## src/rtl/svc_rv_dbg_pkg.sv

```systemverilog
// Shared definitions for the RISC-V debug-bridge UART protocol: opcodes,
// acknowledge byte, frame geometry, CTRL bit positions and status codes.
package svc_rv_dbg_pkg;

  localparam logic [7:0] OP_WRITE = 8'h01;
  localparam logic [7:0] OP_CTRL  = 8'h02;
  localparam logic [7:0] ACK_OK   = 8'h06;

  localparam int FRAME_LEN      = 9;
  localparam int CTRL_STALL_BIT = 0;
  localparam int CTRL_RESET_BIT = 1;

  typedef enum logic [1:0] {
    ST_OK      = 2'd0,
    ST_NAK     = 2'd1,
    ST_TIMEOUT = 2'd2
  } dbg_status_t;

  typedef enum logic [1:0] {
    HOST_IDLE     = 2'd0,
    HOST_SEND     = 2'd1,
    HOST_WAIT_ACK = 2'd2,
    HOST_RESP     = 2'd3
  } host_state_t;

  // Any byte other than the OK code counts as a negative acknowledge.
  function automatic dbg_status_t ack_to_status(input logic [7:0] ack);
    dbg_status_t st;
    if (ack == ACK_OK) begin
      st = ST_OK;
    end else begin
      st = ST_NAK;
    end
    return st;
  endfunction

endpackage

```

## src/rtl/svc_rv_dbg_host_ser.sv

```systemverilog
// 9-byte frame serializer for svc_rv_dbg_host. Holds the latched command
// as {data, addr} behind the current byte and shifts one byte out per
// accepted transfer. The current byte is a register, so it stays stable
// while the consumer stalls.
module svc_rv_dbg_host_ser
  import svc_rv_dbg_pkg::*;
(
  input  logic        clk,
  input  logic        rst_n,
  input  logic        i_load,
  input  logic [7:0]  i_op,
  input  logic [31:0] i_addr,
  input  logic [31:0] i_data,
  input  logic        i_advance,
  output logic [7:0]  o_byte,
  output logic        o_last
);

  localparam logic [3:0] LAST_IDX = 4'(FRAME_LEN - 1);

  logic [7:0]  r_byte;
  logic [63:0] r_rest;
  logic [3:0]  r_idx;

  // Load a new frame, or step to the next byte on each accepted transfer.
  always_ff @(posedge clk or negedge rst_n) begin
    if (!rst_n) begin
      r_byte <= 8'h00;
      r_rest <= 64'h0;
      r_idx  <= 4'd0;
    end else if (i_load) begin
      r_byte <= i_op;
      r_rest <= {i_data, i_addr};
      r_idx  <= 4'd0;
    end else if (i_advance) begin
      if (r_idx == LAST_IDX) begin
        // Frame done: idle the byte lane and keep the index pinned at 8.
        r_byte <= 8'h00;
        r_rest <= 64'h0;
        r_idx  <= LAST_IDX;
      end else begin
        r_byte <= r_rest[7:0];
        r_rest <= {8'h00, r_rest[63:8]};
        r_idx  <= r_idx + 4'd1;
      end
    end else begin
      r_byte <= r_byte;
      r_rest <= r_rest;
      r_idx  <= r_idx;
    end
  end

  assign o_byte = r_byte;
  assign o_last = (r_idx == LAST_IDX);

endmodule

```

## src/rtl/svc_rv_dbg_host.sv

```systemverilog
// Debug-bridge host: turns word-level debug commands into 9-byte UART
// frames, then waits for the bridge's 1-byte acknowledge and reports a
// status. Optional feature macro: SVC_RV_DBG_HOST_TIMEOUT_EN builds the
// ack timeout counter (ACK_TIMEOUT cycles, must be >= 2); without it the
// host waits for the ack indefinitely.
module svc_rv_dbg_host #(
  parameter int ACK_TIMEOUT = 1_000_000
) (
  input  logic        clk,
  input  logic        rst_n,
  input  logic        i_cmd_valid,
  output logic        o_cmd_ready,
  input  logic [7:0]  i_cmd_op,
  input  logic [31:0] i_cmd_addr,
  input  logic [31:0] i_cmd_data,
  output logic        o_rsp_valid,
  input  logic        i_rsp_ready,
  output logic [1:0]  o_rsp_status,
  output logic        o_utx_valid,
  output logic [7:0]  o_utx_data,
  input  logic        i_utx_ready,
  input  logic        i_urx_valid,
  input  logic [7:0]  i_urx_data,
  output logic        o_urx_ready,
  output logic        o_busy
);

  import svc_rv_dbg_pkg::*;

  host_state_t r_state;
  host_state_t w_state_nxt;
  dbg_status_t r_status;
  dbg_status_t w_status_nxt;
  logic        w_load;
  logic        w_advance;
  logic        w_enter_wait;
  logic        w_timeout;
  logic        w_last;
  logic [7:0]  w_byte;

  svc_rv_dbg_host_ser u_ser (
    .clk       (clk),
    .rst_n     (rst_n),
    .i_load    (w_load),
    .i_op      (i_cmd_op),
    .i_addr    (i_cmd_addr),
    .i_data    (i_cmd_data),
    .i_advance (w_advance),
    .o_byte    (w_byte),
    .o_last    (w_last)
  );

`ifdef SVC_RV_DBG_HOST_TIMEOUT_EN
  localparam int CNT_W = (ACK_TIMEOUT > 1) ? $clog2(ACK_TIMEOUT) : 1;
  localparam logic [CNT_W-1:0] CNT_LAST = CNT_W'(ACK_TIMEOUT - 1);

  logic [CNT_W-1:0] r_cnt;

  // Count cycles spent in WAIT_ACK; cleared on every entry to that state.
  always_ff @(posedge clk or negedge rst_n) begin
    if (!rst_n) begin
      r_cnt <= CNT_W'(0);
    end else if (w_enter_wait) begin
      r_cnt <= CNT_W'(0);
    end else if ((r_state == HOST_WAIT_ACK) && (r_cnt != CNT_LAST)) begin
      r_cnt <= r_cnt + CNT_W'(1);
    end else begin
      r_cnt <= r_cnt;
    end
  end

  assign w_timeout = (r_state == HOST_WAIT_ACK) && (r_cnt == CNT_LAST);
`else
  logic w_unused_timeout;
  assign w_unused_timeout = (ACK_TIMEOUT > 1);
  assign w_timeout        = 1'b0;
`endif

  // State and latched response status.
  always_ff @(posedge clk or negedge rst_n) begin
    if (!rst_n) begin
      r_state  <= HOST_IDLE;
      r_status <= ST_OK;
    end else begin
      r_state  <= w_state_nxt;
      r_status <= w_status_nxt;
    end
  end

  // Next-state, status update and serializer control.
  always_comb begin
    w_state_nxt  = r_state;
    w_status_nxt = r_status;
    w_load       = 1'b0;
    w_advance    = 1'b0;
    w_enter_wait = 1'b0;
    case (r_state)
      HOST_IDLE: begin
        // Stray rx bytes are accepted here (urx_ready=1) and dropped.
        if (i_cmd_valid) begin
          w_load      = 1'b1;
          w_state_nxt = HOST_SEND;
        end else begin
          w_state_nxt = HOST_IDLE;
        end
      end
      HOST_SEND: begin
        if (i_utx_ready) begin
          w_advance = 1'b1;
          if (w_last) begin
            w_enter_wait = 1'b1;
            w_state_nxt  = HOST_WAIT_ACK;
          end else begin
            w_state_nxt = HOST_SEND;
          end
        end else begin
          w_state_nxt = HOST_SEND;
        end
      end
      HOST_WAIT_ACK: begin
        // Ack is checked first so it wins over a same-cycle timeout.
        if (i_urx_valid) begin
          w_status_nxt = ack_to_status(i_urx_data);
          w_state_nxt  = HOST_RESP;
        end else if (w_timeout) begin
          w_status_nxt = ST_TIMEOUT;
          w_state_nxt  = HOST_RESP;
        end else begin
          w_state_nxt = HOST_WAIT_ACK;
        end
      end
      HOST_RESP: begin
        if (i_rsp_ready) begin
          w_state_nxt = HOST_IDLE;
        end else begin
          w_state_nxt = HOST_RESP;
        end
      end
      default: begin
        w_state_nxt = HOST_IDLE;
      end
    endcase
  end

  // Handshake outputs are decoded from the state register only.
  assign o_cmd_ready  = (r_state == HOST_IDLE);
  assign o_utx_valid  = (r_state == HOST_SEND);
  assign o_utx_data   = w_byte;
  assign o_urx_ready  = (r_state == HOST_IDLE) || (r_state == HOST_WAIT_ACK);
  assign o_rsp_valid  = (r_state == HOST_RESP);
  assign o_rsp_status = r_status;
  assign o_busy       = (r_state != HOST_IDLE);

endmodule

```

## config.mk

```make
export PLATFORM = sky130hd
export DESIGN_NAME = svc_rv_dbg_host
export DESIGN_NICKNAME = d
export VERILOG_FILES = /design/src/rtl/svc_rv_dbg_pkg.sv /design/src/rtl/svc_rv_dbg_host_ser.sv /design/src/rtl/svc_rv_dbg_host.sv
export SDC_FILE = /design/constraint.sdc
export NUM_CORES = 1
export LEC_CHECK = 0
export CAP_MARGIN = 0
export CORE_ASPECT_RATIO = 0.75
export CORE_MARGIN = 4
export CORE_UTILIZATION = 48
export CTS_CLUSTER_DIAMETER = 40
export DETAILED_ROUTE_END_ITERATION = 12
export MAX_ROUTING_LAYER = met4
export PLACE_DENSITY = 0.85
export SETUP_SLACK_MARGIN = 0.4
export SYNTH_ARGS = -nofsm -noshare
export SYNTH_HDL_FRONTEND = slang
export SYNTH_SLANG_ARGS = --single-unit
export TNS_END_PERCENT = 5
```

## constraint.sdc

```tcl
create_clock -name clk -period 1.8 [get_ports clk]
set_clock_uncertainty 0.05 [all_clocks]
set_input_delay 0.36 -clock clk [delete_from_list [all_inputs] [get_ports clk]]
set_output_delay 0.36 -clock clk [all_outputs]
set_load 0.02 [all_outputs]
```

; ---- Word level (Yosys, flattened, before mapping)
; Cells that the tools add are included.
[classes]
addsub = 1
n_eq_ne = 5
muxes = 20
n_reduce_logical = 5
[op_table]
columns = op, n
row1 = $mux 64, 2
row2 = $mux 56, 1
row3 = $mux 8, 3
row4 = $mux 4, 3
row5 = $eq 8x3->1 const B, 1
row6 = $pmux 2 s4, 1
row7 = $mux 1, 7
row8 = $mux 2, 3
row9 = $add 4x1->4 const B, 1
row10 = $eq 2x2->1 const B, 2
row11 = $eq 4x4->1 const B, 1
row12 = $reduce_bool 2->1, 2
row13 = $eq 2x1->1 const B, 1
row14 = $logic_not 2->1, 1
row15 = $reduce_and 2->1, 1
row16 = $logic_or 1x1->1, 1
[word_totals]
ff_bits = 80
output_inout_bits = 15

; ---- Logic depth before layout (Yosys ltp)
[logic_depth]
word_depth = 4
ltp_mapped = 7

; ---- Modules after synthesis
; Synthesis repeated with hierarchy kept, for this count alone.
[unflattened]
cells_unflattened = 426
hier_area_um2 = 4047.6
[modules_own_cells]
columns = mod, n_inst, cells_per_inst, area_each_um2
row1 = svc_rv_dbg_host_ser, 1, 404, 3844.9
row2 = svc_rv_dbg_host, 1, 22, 202.7

; ---- Worst setup path after synthesis
; No wires, ideal clock.
[synth_path]
path_kind = register to register
start = reg u_ser.r_idx[0]
end = reg u_ser.r_rest[0]
setup_ns = 0.126
arrival_time_ns = 1.437
slack_ns = 0.187
path_stages_with_launch = 8
path_buffers = 2
path_cell_list = dfrtp_1 -> inv_1 -> ha_1 -> and3b_1 -> nor2_1 -> buf_6 -> buf_6 -> a221o_1
[synth_between]
elab_chain_len = 4
[synth_lines]
columns = item, line_no
row1 = start: declaration, svc_rv_dbg_host_ser.sv:23  ; logic [3:0] r_idx;
row2 = start signal: assignment, svc_rv_dbg_host_ser.sv:44  ; r_idx <= r_idx + 4'd1;
row3 = start signal: assignment, svc_rv_dbg_host_ser.sv:49  ; r_idx <= r_idx;
row4 = $eq 4x4->1, svc_rv_dbg_host_ser.sv:36  ; if (r_idx == LAST_IDX) begin
row5 = $mux 56, svc_rv_dbg_host_ser.sv:36
row6 = $mux 64, svc_rv_dbg_host_ser.sv:35  ; end else if (i_advance) begin
row7 = $mux 64, svc_rv_dbg_host_ser.sv:31  ; end else if (i_load) begin
row8 = end signal: assignment, svc_rv_dbg_host_ser.sv:33  ; r_rest <= {i_data, i_addr};
row9 = end signal: assignment, svc_rv_dbg_host_ser.sv:43  ; r_rest <= {8'h00, r_rest[63:8]};
row10 = end signal: assignment, svc_rv_dbg_host_ser.sv:48  ; r_rest <= r_rest;
row11 = end: declaration, svc_rv_dbg_host_ser.sv:22  ; logic [63:0] r_rest;
; No other way between the ends. The select of a mux whose other input is x is not followed.
; A chain may end at the register's enable or synchronous reset.

; ---- Worst setup path after layout
[layout_path]
start = reg r_state[1]
end = reg u_ser.r_rest[47]
[layout_between]
elab_chain_len = 3
word_cells_on_any_way = 6
[layout_lines]
columns = item, line_no
row1 = start: declaration, svc_rv_dbg_host.sv:30  ; host_state_t r_state;
row2 = start signal: assignment, svc_rv_dbg_host.sv:85  ; r_state <= w_state_nxt;
row3 = $eq 2x1->1 / $logic_not 2->1 (equally long branches), svc_rv_dbg_host.sv:97  ; case (r_state)
row4 = $mux 1, svc_rv_dbg_host.sv:97
row5 = $reduce_bool 2->1 (no source line) / $mux 64 (equally long branches), -
; Parallel ways exist; a longest one is shown, timed or not.

==> results.md <==
- Status: completed
- Row count: 27
- Detailed Route WL: ~10,000 um
- Syn Std Cell Area: 0.00361 mm^2
- Die W: roughly 110 um
- Ports: just over 100
- DIE AREA: about 0.0090 mm^2
- Sum Neg Setup Slack: 0 ns
- Maximum clock frequency: slightly below 600 MHz
- DR vias/cell: a little under 6
- Clock buffer depth: 2
- Share of the synthesized area in the top cell type: 0.548
- Fin nets: 487
- Antenna diodes: 0
- Met2 wire length: 5080 um
- CP Max Fanout: 5
- # DRC: 0
- #FFs+latches synth: 79
- CTS buffer count: 9
- Routed via count: 2,933
- Gr ovfl total: 0
- MaxCap Viol Count: 0
- Startpoint types: flip-flop
- Initial DRC count: ~190
- R2R Setup Slk: roughly 0.11 ns
- Commonest non-fill, non-tap cell in the layout: clkdlybuf4s50_1
- Gr usage total: 0.229
- Setup Viol. Count Final: 0
- DR pass1 iterations: 5
- DR WL/cell: between 20 and 25 um
- Warnings from Yosys: 0
- Max-slew violation count: 0
- WP data arrival: ~1.9 ns
- Worst min path class: input port to async pin
- WP buf/inv: 2
- Post-route ant nets: 0
- Post-synthesis sequential area ratio: 0.548
- Net Count, Synth: between 300 and 400
- Inst Count DP: ~470
- Worst path cell trace: buf_6, and3b_4, buf_8, nor2_2, a221o_1
- Crit path largest cell delay: 0.46 ns
- Vias in the first global route: approximately 3,000
- Most frequent cells in the layout: clkdlybuf4s50_1 (84), dfrtp_1 (77), a221o_1 (65)
- CTS sink count: 79
- Dpl cell area: roughly 0.0046 mm^2
- Final period util: 0.937
- Cells after Synth: approximately 280
- Final instance area: 0.00511 mm^2
- Core Footprint: about 0.0073 mm^2
- Hold Vio Cnt, Final: 0
- IO buf count: 99
- Highest metal used: met4
- Final worst slack: roughly 0.11 ns
- Largest net degree at the start of global routing: 45
- Critical path class: flip-flop to flip-flop
- DRT met1 WL: between 4000 and 5000 um
- Initial core utilization: 0.492
- Clock latency on the worst-skew pair: between 0.3 and 0.4 ns
- H-tree levels: 3
- Antenna violations before repair: 0
- Final hold slack: about 0.44 ns
- PD cells: around 1600 mW/mm^2
- Leakage: between 0.002 and 0.0025 uW
- IR drop worst, VDD: roughly 0.73 mV
- Reg clk slew, reported paths: about 0.080 ns
- Critical Path Sink Type: flip-flop
- RePlAce Congestion: just under 0.8
- Post-Layout Cell Count: between 500 and 600
- Die Y: approximately 83 um
- Cell family with most CP delay: flip-flops
- Avg Cell Area, Syn: 12.9 um^2
- Dominant cell type by area after synthesis: dfrtp_1
- DR WL met3: between 800 and 900 um
- DP Worst Slack: -0.341 ns
- DPL Wire Length: between 5000 and 6000 um
- Area grow syn2layout: 41.6%
- Synth top area cells: dfrtp_1 (55%), a221o_1 (18%), and2_1 (11%)
- Fill cells: 513
- Worst path slowest cell: dfrtp_2
- CTS tree: yes
- Netlist cell types: 32
- Root buffer cell: clkbuf_8
- Layout cells sized above 1: 0.161
- First-pass GRT wire length: roughly 16,000 um
- CP Data Required Time: 1.98 ns
- RSZ-0062 raised after global routing: yes
- Fin crit period: between 1.5 and 2 ns
-- kinds of logic after synthesis --
logic type               Yosys count  share of synthesized area
AO/OA/AOI/OAI                     83                      0.218
adder cells (fa/ha/maj)            2                    0.00693
buffers and inverters             30                     0.0704
flip-flops                        79                      0.548
multiplexers                       2                    0.00693
other                              1                    0.00104
AND/OR/NAND/NOR                   82                      0.149
-- per-layer routing --
layer	vias to the layer above	track usage
met4	0	0.0482
met1	1486	0.304
met2	130	0.349
li1	1308	-
met3	9	0.0738
met5	-	-
-- through the flow --
step / utilization / power [uW]
2_1_floorplan: - / 5290
3_3_place_gp: 0.631 / 5970
3_5_place_dp: 0.631 / 6100
4_1_cts: 0.689 / 7970
5_1_grt: 0.697 / 8620
6_report: 0.697 / 8220
-- state kept, by name (all words and copies together), names as in the netlist --
name / cells
r_state: 2
u_ser.r_rest: 64
o_rsp_status: 1
u_ser.r_idx: 4
u_ser.o_byte: 8
-- final cells by class --
type / instances / area, um^2 / area share
sequential: 79 / 1980 / 0.387
timing repair buffer: 126 / 1290 / 0.252
multi-input combinational: 178 / 1480 / 0.289
clock buffer: 11 / 141 / 0.0277
inverter: 5 / 18.8 / 0.00367
tap: 101 / 126 / 0.0247
clock inverter: 5 / 81.3 / 0.0159
-- final timing paths --
path | end | cells past startpoint | start
min in group clk | u_ser.r_rest[61] | 1 | u_ser.r_rest[61]
worst max-delay path | u_ser.r_rest[47] | 5 | r_state[1]
worst max register to register | u_ser.r_rest[47] | 5 | r_state[1]
max in group asynchronous | r_state[1] | 3 | rst_n
worst min-delay path | u_ser.o_byte[0] | 2 | rst_n
worst min register to register | u_ser.r_rest[61] | 1 | u_ser.r_rest[61]
-- what timing repair did --
action                                  4_1_cts  5_1_grt
gates resized for setup                      52        5
pin swaps                                     7        4
endpoints found under the hold margin        30        0
hold buffers                                  1        0
setup buffers                                10        2
endpoints found under the setup margin       91       92
cloned                                        6        2
-- synth_stat cells, drive strengths merged --
library cell and count:
and2 64, a21oi 2, a22o 9, nor4bb 1, inv 5, and3b 3, nand3b 1, dfrtp 79
a32o 1, nand2b 2, o21ai 2, nand3 1, nor4 1, ha 2, conb 1, buf 23
nand4 1, nand2 1, clkbuf 2, o21bai 1, nor3b 1, mux2 1, nor2 6, mux2i 1
a31oi 3, a221o 65
-- report_power, final --
group,switching (uW),internal [uW],total (uW),leakage (uW)
clock,657,820,1480,0.000110
combinational,1700,1860,3560,0.00117
sequential,602,2580,3180,0.00100
(Power assumes the default switching activity.)
